File: config.mk
export PLATFORM = sky130hd
export DESIGN_NAME = reg_dump_ctrl
export DESIGN_NICKNAME = d
export VERILOG_FILES = /design/src/rtl/mips_dbg_pkg.sv /design/src/rtl/a0_inject.sv /design/src/rtl/reg_dump_ctrl.sv
export SDC_FILE = /design/constraint.sdc
export NUM_CORES = 1
export LEC_CHECK = 0
export CORE_MARGIN = 3
export CORE_UTILIZATION = 43
export DETAILED_ROUTE_END_ITERATION = 6
export HOLD_SLACK_MARGIN = 0.03
export PLACE_DENSITY = 0.89
export SYNTH_ARGS = -nofsm -noshare
export SYNTH_HDL_FRONTEND = slang
export SYNTH_SLANG_ARGS = --single-unit
File: constraint.sdc
create_clock -name iCLK -period 4.2 [get_ports iCLK]
set_input_delay 0.63 -clock iCLK [delete_from_list [all_inputs] [get_ports iCLK]]
set_output_delay 0.63 -clock iCLK [all_outputs]
set_load 0.05 [all_outputs]
File: src/rtl/mips_dbg_pkg.sv
`default_nettype none
// ============================================================================
// Module      : mips_dbg_pkg
// Description : Shared widths, defaults and dump FSM state encoding for the
//               processor register-dump debug block.
// Revision    : 1.0 - initial release
// ============================================================================
package mips_dbg_pkg;

    localparam int REG_W           = 32;
    localparam int IDX_W           = 5;
    localparam int SETTLE_DEFAULT  = 2;
    localparam int A0_HOLD_DEFAULT = 4;
    localparam int SETTLE_CNT_W    = 4;
    localparam int A0_CNT_W        = 8;

    typedef enum logic [1:0] {
        ST_IDLE   = 2'd0,
        ST_SETTLE = 2'd1,
        ST_SEND   = 2'd2,
        ST_DONE   = 2'd3
    } dump_state_e;

endpackage
`default_nettype wire

File: src/rtl/a0_inject.sv
`default_nettype none
// ============================================================================
// Module      : a0_inject
// Description : Latches a value for the processor $a0 input and holds the
//               enable high for A0_HOLD cycles after each load request.
// Revision    : 1.0 - initial release
// ============================================================================
module a0_inject
    import mips_dbg_pkg::*;
#(
    parameter int A0_HOLD = A0_HOLD_DEFAULT
) (
    input  logic             i_clk,
    input  logic             i_rst,
    input  logic             i_load,
    input  logic [REG_W-1:0] i_value,
    output logic [REG_W-1:0] o_value,
    output logic             o_en
);

    localparam logic [A0_CNT_W-1:0] c_hold_count = A0_CNT_W'(A0_HOLD);

    logic [REG_W-1:0]    r_value;
    logic [A0_CNT_W-1:0] r_hold;

    // A reload during an active hold restarts the full count.
    always_ff @(posedge i_clk or posedge i_rst) begin
        if (i_rst) begin
            r_value <= '0;
            r_hold  <= '0;
        end else if (i_load) begin
            r_value <= i_value;
            r_hold  <= c_hold_count;
        end else if (r_hold != '0) begin
            r_hold  <= r_hold - A0_CNT_W'(1);
        end
    end

    assign o_value = r_value;
    assign o_en    = (r_hold != '0);

endmodule
`default_nettype wire

File: src/rtl/reg_dump_ctrl.sv
`default_nettype none
// ============================================================================
// Module      : reg_dump_ctrl
// Description : Walks a wrapping range of processor registers through the
//               display port and streams them out over a valid/ready link.
// Revision    : 1.0 - initial release
// ============================================================================
module reg_dump_ctrl
    import mips_dbg_pkg::*;
#(
    parameter int SETTLE  = SETTLE_DEFAULT,
    parameter int A0_HOLD = A0_HOLD_DEFAULT
) (
    input  logic             iCLK,
    input  logic             iRST,
    input  logic             iStart,
    input  logic             iAbort,
    input  logic [IDX_W-1:0] iFirst,
    input  logic [IDX_W-1:0] iLast,
    output logic [IDX_W-1:0] oRegDispSelect,
    input  logic [REG_W-1:0] iRegDisp,
    output logic [REG_W-1:0] oData,
    output logic [IDX_W-1:0] oIdx,
    output logic             oValid,
    input  logic             iReady,
    output logic             oBusy,
    output logic             oDone,
    input  logic [REG_W-1:0] iA0Value,
    input  logic             iA0Load,
    output logic [REG_W-1:0] oRegA0,
    output logic             oInputA0En
);

    localparam logic [SETTLE_CNT_W-1:0] c_settle_count = SETTLE_CNT_W'(SETTLE);

    dump_state_e             r_state;
    dump_state_e             w_next;
    logic                    w_start;
    logic                    w_capture;
    logic                    w_advance;

    logic [IDX_W-1:0]        r_last;
    logic [IDX_W-1:0]        r_sel;
    logic [SETTLE_CNT_W-1:0] r_cnt;
    logic [REG_W-1:0]        r_data;
    logic [IDX_W-1:0]        r_idx;
    logic                    r_valid;

    always_ff @(posedge iCLK or posedge iRST) begin
        if (iRST) begin
            r_state <= ST_IDLE;
        end else begin
            r_state <= w_next;
        end
    end

    // Abort wins over a same-cycle handshake and never produces a done pulse.
    always_comb begin
        w_next    = r_state;
        w_start   = 1'b0;
        w_capture = 1'b0;
        w_advance = 1'b0;
        case (r_state)
            ST_IDLE: begin
                if (iStart && !iAbort) begin
                    w_start = 1'b1;
                    w_next  = ST_SETTLE;
                end
            end
            ST_SETTLE: begin
                if (iAbort) begin
                    w_next = ST_IDLE;
                end else if (r_cnt == '0) begin
                    w_capture = 1'b1;
                    w_next    = ST_SEND;
                end
            end
            ST_SEND: begin
                if (iAbort) begin
                    w_next = ST_IDLE;
                end else if (r_valid && iReady) begin
                    if (r_idx == r_last) begin
                        w_next = ST_DONE;
                    end else begin
                        w_advance = 1'b1;
                        w_next    = ST_SETTLE;
                    end
                end
            end
            ST_DONE: begin
                w_next = ST_IDLE;
            end
            default: begin
                w_next = ST_IDLE;
            end
        endcase
    end

    // The select keeps its last value in IDLE; only start/advance move it.
    always_ff @(posedge iCLK or posedge iRST) begin
        if (iRST) begin
            r_last  <= '0;
            r_sel   <= '0;
            r_cnt   <= '0;
            r_data  <= '0;
            r_idx   <= '0;
            r_valid <= 1'b0;
        end else begin
            if (w_start) begin
                r_last <= iLast;
                r_sel  <= iFirst;
                r_cnt  <= c_settle_count;
            end else if (w_advance) begin
                r_sel  <= r_sel + IDX_W'(1);
                r_cnt  <= c_settle_count;
            end else if ((r_state == ST_SETTLE) && (r_cnt != '0)) begin
                r_cnt  <= r_cnt - SETTLE_CNT_W'(1);
            end

            if (w_capture) begin
                r_data  <= iRegDisp;
                r_idx   <= r_sel;
                r_valid <= 1'b1;
            end else if (w_next != ST_SEND) begin
                r_valid <= 1'b0;
            end
        end
    end

    assign oRegDispSelect = r_sel;
    assign oData          = r_data;
    assign oIdx           = r_idx;
    assign oValid         = r_valid;
    assign oBusy          = (r_state != ST_IDLE);
    assign oDone          = (r_state == ST_DONE);

    a0_inject #(
        .A0_HOLD (A0_HOLD)
    ) u_a0_inject (
        .i_clk   (iCLK),
        .i_rst   (iRST),
        .i_load  (iA0Load),
        .i_value (iA0Value),
        .o_value (oRegA0),
        .o_en    (oInputA0En)
    );

endmodule
`default_nettype wire

Word level (Yosys, flattened, before mapping)
Index checks and enable logic that the tools add are counted.

Bits in registers: 94. Bits of input ports: 80. Output and inout bits: 78. Word-level logic and storage cells: 55.

Add/subtract/negate cells: 3. Equality and inequality tests: 5. Muxes and demuxes: 25. Reduce and logical (&&, ||, !) cells: 13.

Operators by type and width (count): $mux 8 (2); $mux 2 (6); $mux 4 (3); $mux 1 (11); $mux 5 (2); $pmux 2 s4 (1); $reduce_bool 2->1 (4); $reduce_bool 8->1 (1); $sub 8x1->8 const B (1); $add 5x1->5 const B (1); $eq 5x5->1 (1); $eq 2x2->1 const B (2); $logic_not 4->1 (1); $reduce_bool 4->1 (1); $sub 4x1->4 const B (1); $logic_and 1x1->1 (3); $reduce_bool 3->1 (1); $eq 2x1->1 const B (1); $logic_not 2->1 (1); $ne 2x2->1 const B (1); $logic_not 1->1 (1).

Depth between registers and ports, before layout
Gate-level depths: netlist of the first run.

Depth after elaboration: 8. Depth in mapped cells: 7. Gate-level depth less buffers: 7.

Modules after synthesis
Synthesis of the first run repeated with hierarchy kept, for this count alone.

Cell total of the unflattened synthesis: 301. Area total of the unflattened synthesis: 3975.1 µm².

By module, submodules not included: reg_dump_ctrl (times used 1, cells each 184, area an instance 2293.4 µm², sequential area each 1351.3 µm²); a0_inject (times used 1, cells each 117, area an instance 1681.6 µm², sequential area each 1001.0 µm²).

Least setup slack after synthesis of the first run
OpenSTA, ideal clock, no wires.

Path type: flip-flop to output port. Start: register u_a0_inject.r_hold[4]. End: output port oInputA0En. Arrival time: 1.327 ns. Data required time: 3.570 ns. Slack: 2.243 ns. Cell stages (with the launch flop): 4. Buffers on the path: 0. Cells stage by stage: dfrtp_1 or4_4 nor2_1 nand2_1.

Cells in the longest elaborated chain, start to end: 1.

RTL lines: start: declaration (line a0_inject.sv:24) `logic [A0_CNT_W-1:0] r_hold;`; start signal: assignment (line a0_inject.sv:33) `r_hold <= c_hold_count;`; start signal: assignment (line a0_inject.sv:35) `r_hold <= r_hold - A0_CNT_W'(1);`; $reduce_bool 8->1 (line a0_inject.sv:40) `assign o_en = (r_hold != '0);`; end: declaration (line reg_dump_ctrl.sv:31) `output logic oInputA0En`.

Every way passes these cells.

Worst setup path in the final report of the first run
Start: register u_a0_inject.r_hold[6]. End: output port oInputA0En.

The elaborated chain is that of the path after synthesis.

==> flow_metrics.py, run 1 <==
metrics = {
    "clock_tree": {
        "clk_pin_slew_ns": 0.09,
        "cts_resized": 0,
        "cts-buffers-inserted": 9,
        "cts_tree": "yes",
        "hold_buffers": 0,
        "clock_latency_ns": 0.34,
        "clock_path_buffers": 2,
        "cts_num_sinks": 94,
        "cts-root-buf": "clkbuf_8",
        "htree_num_levels": 3,
        "post_cts_buffers": 0,
    },
    "drt": {
        "via_count": 2782,
        "drt-pass1-iter-count": 4,
        "drtIter0Drc": 76,
        "wl_per_cell_um": 15.89,
        "drc": 0,
        "wl_um": 8836,
        "drtAntennaViolNets": 0,
        "avgViaCountPerCell": 5.004,
    },
    "critical_path": {
        "critPathCaptureType": "output pin",
        "worstPathRequired_ns": 3.57,
        "critPathKind": "register to output pin",
        "critPathBufInv": 1,
        "cp.arrival_ns": 2.26,
        "crit_family": "simple AND/OR/NAND/NOR gates",
        "crit_start": "u_a0_inject.r_hold[6]$_DFFE_PP0P_",
        "critPathLaunchType": "register",
        "slowest_stage": "clkdlybuf4s50_1",
        "crit_chain": "or4_4 -> nor2_1 -> nand2_1 -> clkdlybuf4s50_1",
        "path_max_fanout": 4,
        "r2r_start": "r_state[1]$_DFF_PP0_",
        "timing.critical_path.slowest_cell_delay_ns": 0.73,
    },
    "worst_hold_path": {
        "min_from": "oData[24]$_DFFE_PP0P_",
        "min-delay-path-class": "register to register",
    },
    "yosys": {
        "ys_ff_latch": 94,
        "synth_top_cell_by_area": "dfrtp_1",
        "yosysTopAreaCellShare_pct": 60.59,
        "syn-num-nets": 366,
        "ys_seq_area_share_pct": 60.59,
        "synth_cell_type_count": 31,
        "yosys_warnings": 0,
        "synth_area_mm2": 0.003882,
        "synthCells": 282,
        "synth_area_leaders": "dfrtp_1, mux2_2, nor2_1",
        "avgSynthCellArea_um2": 13.77,
    },
    "die": {
        "die_w_um": 101.0,
        "fp.coreArea_mm2": 0.008763,
        "die_area_mm2": 0.01021,
        "die_h_um": 101.0,
        "num_io_pins": 158,
        "initial_core_util_pct": 44.30,
        "rows": 34,
    },
    "cells_and_area": {
        "layout-drive-gt1-share_pct": 22.10,
        "area_delta_synth_final_pct": 48.73,
        "fillers": 643,
        "nNetsFinal": 527,
        "antennaDiodeCount": 0,
    },
    "pwr": {
        "p_per_area_mw_per_mm2": 683.3,
        "leakagePower_uw": 0.002489,
        "finalPower_uw": 3945,
        "peakVddDrop_v": 0.0004329,
    },
    "global_route": {
        "track_usage_pct": 17.47,
        "grt_max_degree": 55,
        "grtUsageMet2_pct": 29.06,
        "met3_usage_pct": 6.159,
        "grt_pass1_wl_um": 14070,
        "grtUsageMet1_pct": 21.06,
        "antenna_found_initial": 0,
        "gr-total-overflow": 0,
        "grt_pass1_vias": 2937,
        "grt-busiest-layer": "met2",
    },
    "sta": {
        "finalCritPeriodShare_pct": 68.79,
        "hold_viol": 0,
        "fin_worst_skew_ns": 0.01117,
        "rsz0062_at_grt": "false",
        "report.final.slew_viol_count": 0,
        "relSlewSlack_pct": 35.18,
        "worst_pin_slew_ns": 0.9712,
        "setup-tns-final_ns": 0,
        "fin_crit_ns": 2.889,
        "max_freq_mhz": 346.1,
        "setup_violations": 0,
    },
    "placed_design": {
        "place_hpwl_um": 6545,
        "gp_congestion": 0.7882,
        "port_buffers": 157,
    },
    "flow_run": {
        "cap_viol_max_count": 0,
    },
    "run_status": {
        "status": "finished, final reports clean",
    },
}
## placed cells by master, fill, tap and decap left out, types with 2 or more instances in the layout
master,n
clkdlybuf4s50_1,157
and2b_2,2
a21oi_1,7
mux2_2,73
xor2_1,8
ha_1,4
clkinv_2,2
nor3b_4,2
a211oi_1,2
mux2i_1,2
clkbuf_1,2
nor3_1,3
o21ai_0,9
clkbuf_8,11
inv_1,7
nand2_1,15
nor2_1,19
dfrtp_1,94
nand3_1,3
or2_2,2
xnor2_1,8
nand2b_1,2
## power breakdown
group / total (uW) / internal [uW] / switching (uW) / leakage (uW)
sequential: 1370 / 1180 / 191 / 0.00117
combinational: 1960 / 755 / 1210 / 0.00122
clock: 608 / 308 / 300 / 0.0000996
total: 3950 / 2250 / 1700 / 0.00249
## cells by family (layout without fill, tap and decap cells)
kind of cell	Yosys count	after routing	share of synthesized area, %
compound gates	20	20	2.900
xor+xnor	16	16	3.610
fa+ha+maj	4	4	1.289
buf+inv	17	183	2.063
flops	94	94	60.59
mux	75	75	21.69
simple gates	56	56	7.864
## area by class of cell
| cell class | count | area [um2] | share of cell area (%) |
|---|---|---|---|
| clock buffers | 13 | 158.9 | 2.752 |
| clock inverters | 3 | 42.54 | 0.7367 |
| inverters | 8 | 31.28 | 0.5417 |
| multi-input cells | 171 | 1455 | 25.20 |
| flip-flops and latches | 94 | 2352 | 40.74 |
| well taps | 108 | 135.1 | 2.340 |
| repair buffers | 159 | 1599 | 27.69 |
## final timing paths
| check | end | slack (ns) | cells past startpoint |
|---|---|---|---|
| setup / recovery | oInputA0En | 1.31 | 4 |
| hold / removal | oData[24]$_DFFE_PP0P_ | 0.51 | 1 |
| setup reg to reg | oData[25]$_DFFE_PP0P_ | 2.02 | 4 |
| hold reg to reg | oData[24]$_DFFE_PP0P_ | 0.51 | 1 |
| max in group asynchronous | oData[5]$_DFFE_PP0P_ | 2.79 | 3 |
| min in group asynchronous | u_a0_inject.o_value[13]$_DFFE_PP0P_ | 0.70 | 2 |
## synth_stat cells
master and count:
or4_4 1, nor3_4 1, nand2_1 15, and2_1 1, buf_1 3, mux2_2 73, nor3_1 3, xor2_1 8
buf_6 1, nand3_1 4, nand4_1 1, nor2_1 19, o31a_1 1, or2_2 2, xnor2_1 8, and2b_2 2
and4_1 1, nor3b_4 2, mux2i_1 2, nor2b_1 1, a211oi_1 2, dfrtp_1 94, inv_1 8, buf_2 4
o21ai_0 9, nand3b_1 1, o311ai_0 1, ha_1 4, buf_4 1, nand2b_1 2, a21oi_1 7
## per-layer routing
metal | vias to the layer above | part of all wire, %
met5 | - | 0
met4 | 0 | 1.0
met3 | 12 | 9.3
li1 | 1287 | -
met1 | 1367 | 39
met2 | 116 | 50
## stage by stage
step	util, %	worst slack (ns)	hold WS (ns)	area (um2)	instances
final	65.89	1.311	0.5098	5774	556
after global routing	65.89	1.231	0.5302	5774	556
after CTS	65.89	1.292	0.5142	5774	556
after detailed placement	63.59	1.376	0.4930	5573	540
after global placement	63.59	1.417	0.4892	5573	540
after floorplan	-	1.121	0.4838	3882	282
## state kept, by name, summed over array words and instances (netlist names)
signal and count:
r_cnt 4, oData 32, u_a0_inject.r_hold 8, u_a0_inject.o_value 32, oValid 1, oRegDispSelect 5, r_state 2, oIdx 5
r_last 5
Power figures use the tool's default switching activity.
==> inputs of run 2 (changes only) <==
Clock period 4.2 ns to 2.8 ns, I/O delays scaled along.
==> run 2 against run 1 <==
Clock power is 69% higher. Routed wire length fell by 1.1%. Sequential share of layout area is 0.38 points lower. Register-to-register slack worse by 1.1 ns. Non-clock buffer count rose by 2. Critical endpoint unchanged. Sequential cell count is the same. Largest cell class unchanged. Clock skew is 0.0021 ns higher. Sequential power is 50% higher. Design area increased by 0.93%. Die area stayed put.
==> flow_metrics.py, run 2 (same netlist as run 1, synthesis figures left out) <==
metrics = {
    "run_status": {
        "status": "finished, final reports clean",
    },
    "drt": {
        "wl_per_cell_um": 15.72,
        "drtIter0Drc": 48,
        "avgViaCountPerCell": 4.944,
        "drt-pass1-iter-count": 4,
        "wl_um": 8738,
        "via_count": 2749,
        "drtAntennaViolNets": 0,
        "drc": 0,
    },
    "global_route": {
        "track_usage_pct": 17.65,
        "grt_pass1_vias": 3029,
        "grt_max_degree": 95,
        "grt_pass1_wl_um": 14170,
        "gr-total-overflow": 0,
        "antenna_found_initial": 0,
    },
    "cells_and_area": {
        "area_delta_synth_final_pct": 50.11,
        "nNetsFinal": 529,
        "finalNonFillerCells": 556,
        "final_cell_mix": "clkdlybuf4s50_1, dfrtp_1, mux2_2",
        "final_common_cell": "clkdlybuf4s50_1",
        "layout-drive-gt1-share_pct": 22.32,
        "antennaDiodeCount": 0,
    },
    "clock_tree": {
        "cts_num_sinks": 94,
        "cts_resized": 0,
        "clk_pin_slew_ns": 0.08,
        "cts-buffers-inserted": 9,
        "clock_path_buffers": 2,
        "cts-root-buf": "clkbuf_8",
        "cts_tree": "yes",
        "post_cts_buffers": 0,
        "clock_latency_ns": 0.35,
        "htree_num_levels": 3,
        "hold_buffers": 0,
    },
    "sta": {
        "finalCritPeriodShare_pct": 95.61,
        "fin_crit_ns": 2.677,
        "setup_violations": 0,
        "max_freq_mhz": 373.5,
        "rsz0062_at_grt": "false",
        "setup-tns-final_ns": 0,
        "fin_worst_skew_ns": 0.01325,
        "relSlewSlack_pct": 60.01,
        "hold_viol": 0,
        "worst_pin_slew_ns": 0.5993,
        "report.final.slew_viol_count": 0,
    },
    "die": {
        "fp.coreArea_mm2": 0.008763,
        "die_h_um": 101.0,
        "initial_core_util_pct": 44.30,
        "die_area_mm2": 0.01021,
        "rows": 34,
        "die_w_um": 101.0,
        "num_io_pins": 158,
    },
    "worst_hold_path": {
        "min-delay-path-class": "register to register",
        "min_from": "oData[5]$_DFFE_PP0P_",
        "min_delay_worst_endpoint": "oData[5]$_DFFE_PP0P_",
        "hold_path_depth": 1,
    },
    "pwr": {
        "p_per_area_mw_per_mm2": 1033,
        "leakagePower_uw": 0.002510,
        "peakVddDrop_v": 0.0006660,
    },
    "critical_path": {
        "path_max_fanout": 4,
        "critPathBufInv": 1,
        "reg2reg_depth": 3,
        "cp.arrival_ns": 2.26,
        "crit_chain": "or4_4 -> nor2_1 -> nand2_1 -> clkdlybuf4s50_1",
        "critPathKind": "register to output pin",
        "slowest_stage": "clkdlybuf4s50_1",
        "r2r_slack_ns": 0.95,
        "critPathLaunchType": "register",
        "crit_family": "simple AND/OR/NAND/NOR gates",
        "r2r_start": "r_state[0]$_DFF_PP0_",
        "timing.critical_path.slowest_cell_delay_ns": 0.73,
        "worstPathRequired_ns": 2.38,
        "reg2reg_to": "r_last[0]$_DFFE_PP0P_",
        "critPathCaptureType": "output pin",
    },
    "placed_design": {
        "port_buffers": 157,
        "gp_congestion": 0.8095,
        "dp_cells": 542,
        "place_hpwl_um": 6457,
    },
    "flow_run": {
        "cap_viol_max_count": 0,
    },
}
run 2: cell count changes in the layout (fill, tap and decap cells not counted), sizes merged:
cell	previous run	this run
clkbuf	13	10
buf	2	4
bufinv	1	3
clkinv	2	0
clkinvlp	1	2
run 2: how the worst max path moves through the flow:
stage,depth (start not counted),slack (ns),from,to
after floorplan,5,1.02,oIdx[1]$_DFFE_PP0P_,r_cnt[1]$_DFFE_PP0P_
after global placement,4,0.53,u_a0_inject.r_hold[6]$_DFFE_PP0P_,oInputA0En
after detailed placement,4,0.50,u_a0_inject.r_hold[6]$_DFFE_PP0P_,oInputA0En
after CTS,4,0.10,u_a0_inject.r_hold[6]$_DFFE_PP0P_,oInputA0En
after global routing,4,0.03,u_a0_inject.r_hold[6]$_DFFE_PP0P_,oInputA0En
final,4,0.12,u_a0_inject.r_hold[6]$_DFFE_PP0P_,oInputA0En
run 2: worst reg2reg max path: stages (launching register included):
cell and delay, ns:
dfrtp_1 0.45, or2_2 0.35, nor3b_4 0.53, mux2_2 0.40
run 2: area by class of cell:
cell class | count | area (um2)
tap | 108 | 135.1
fill | 626 | 2935
clock buffer | 10 | 127.6
timing repair buffer | 161 | 1627
clock inverter | 4 | 97.59
sequential | 94 | 2352
inverter | 8 | 33.78
multi-input combinational | 171 | 1455
run 2: metal layers:
metal	vias up	routed length (um)	global-route usage, %
met5	-	0	0
met4	0	131	6.339
met3	10	692	6.367
met2	91	4471	30.18
met1	1360	3442	20.36
li1	1288	-	-
run 2: per-stage QoR:
step	utilization [%]	worst slack [ns]	instance area (um2)	total power, uW	hold WS [ns]
2_1_floorplan	-	1.019	3886	4003	0.4838
3_3_place_gp	63.93	0.5252	5603	4961	0.4870
3_5_place_dp	63.93	0.4978	5603	5037	0.4930
4_1_cts	66.50	0.1001	5828	6083	0.5131
5_1_grt	66.50	0.02872	5828	6335	0.5248
6_report	66.50	0.1228	5828	6023	0.5090
run 2: report_power, final:
| group | switching [uW] | internal [uW] | total [uW] | leakage [uW] |
|---|---|---|---|---|
| Sequential | 271 | 1780 | 2050 | 0.00117 |
| Combinational | 1810 | 1140 | 2940 | 0.00123 |
| Clock | 446 | 584 | 1030 | 0.000108 |
| Total | 2530 | 3500 | 6020 | 0.00251 |
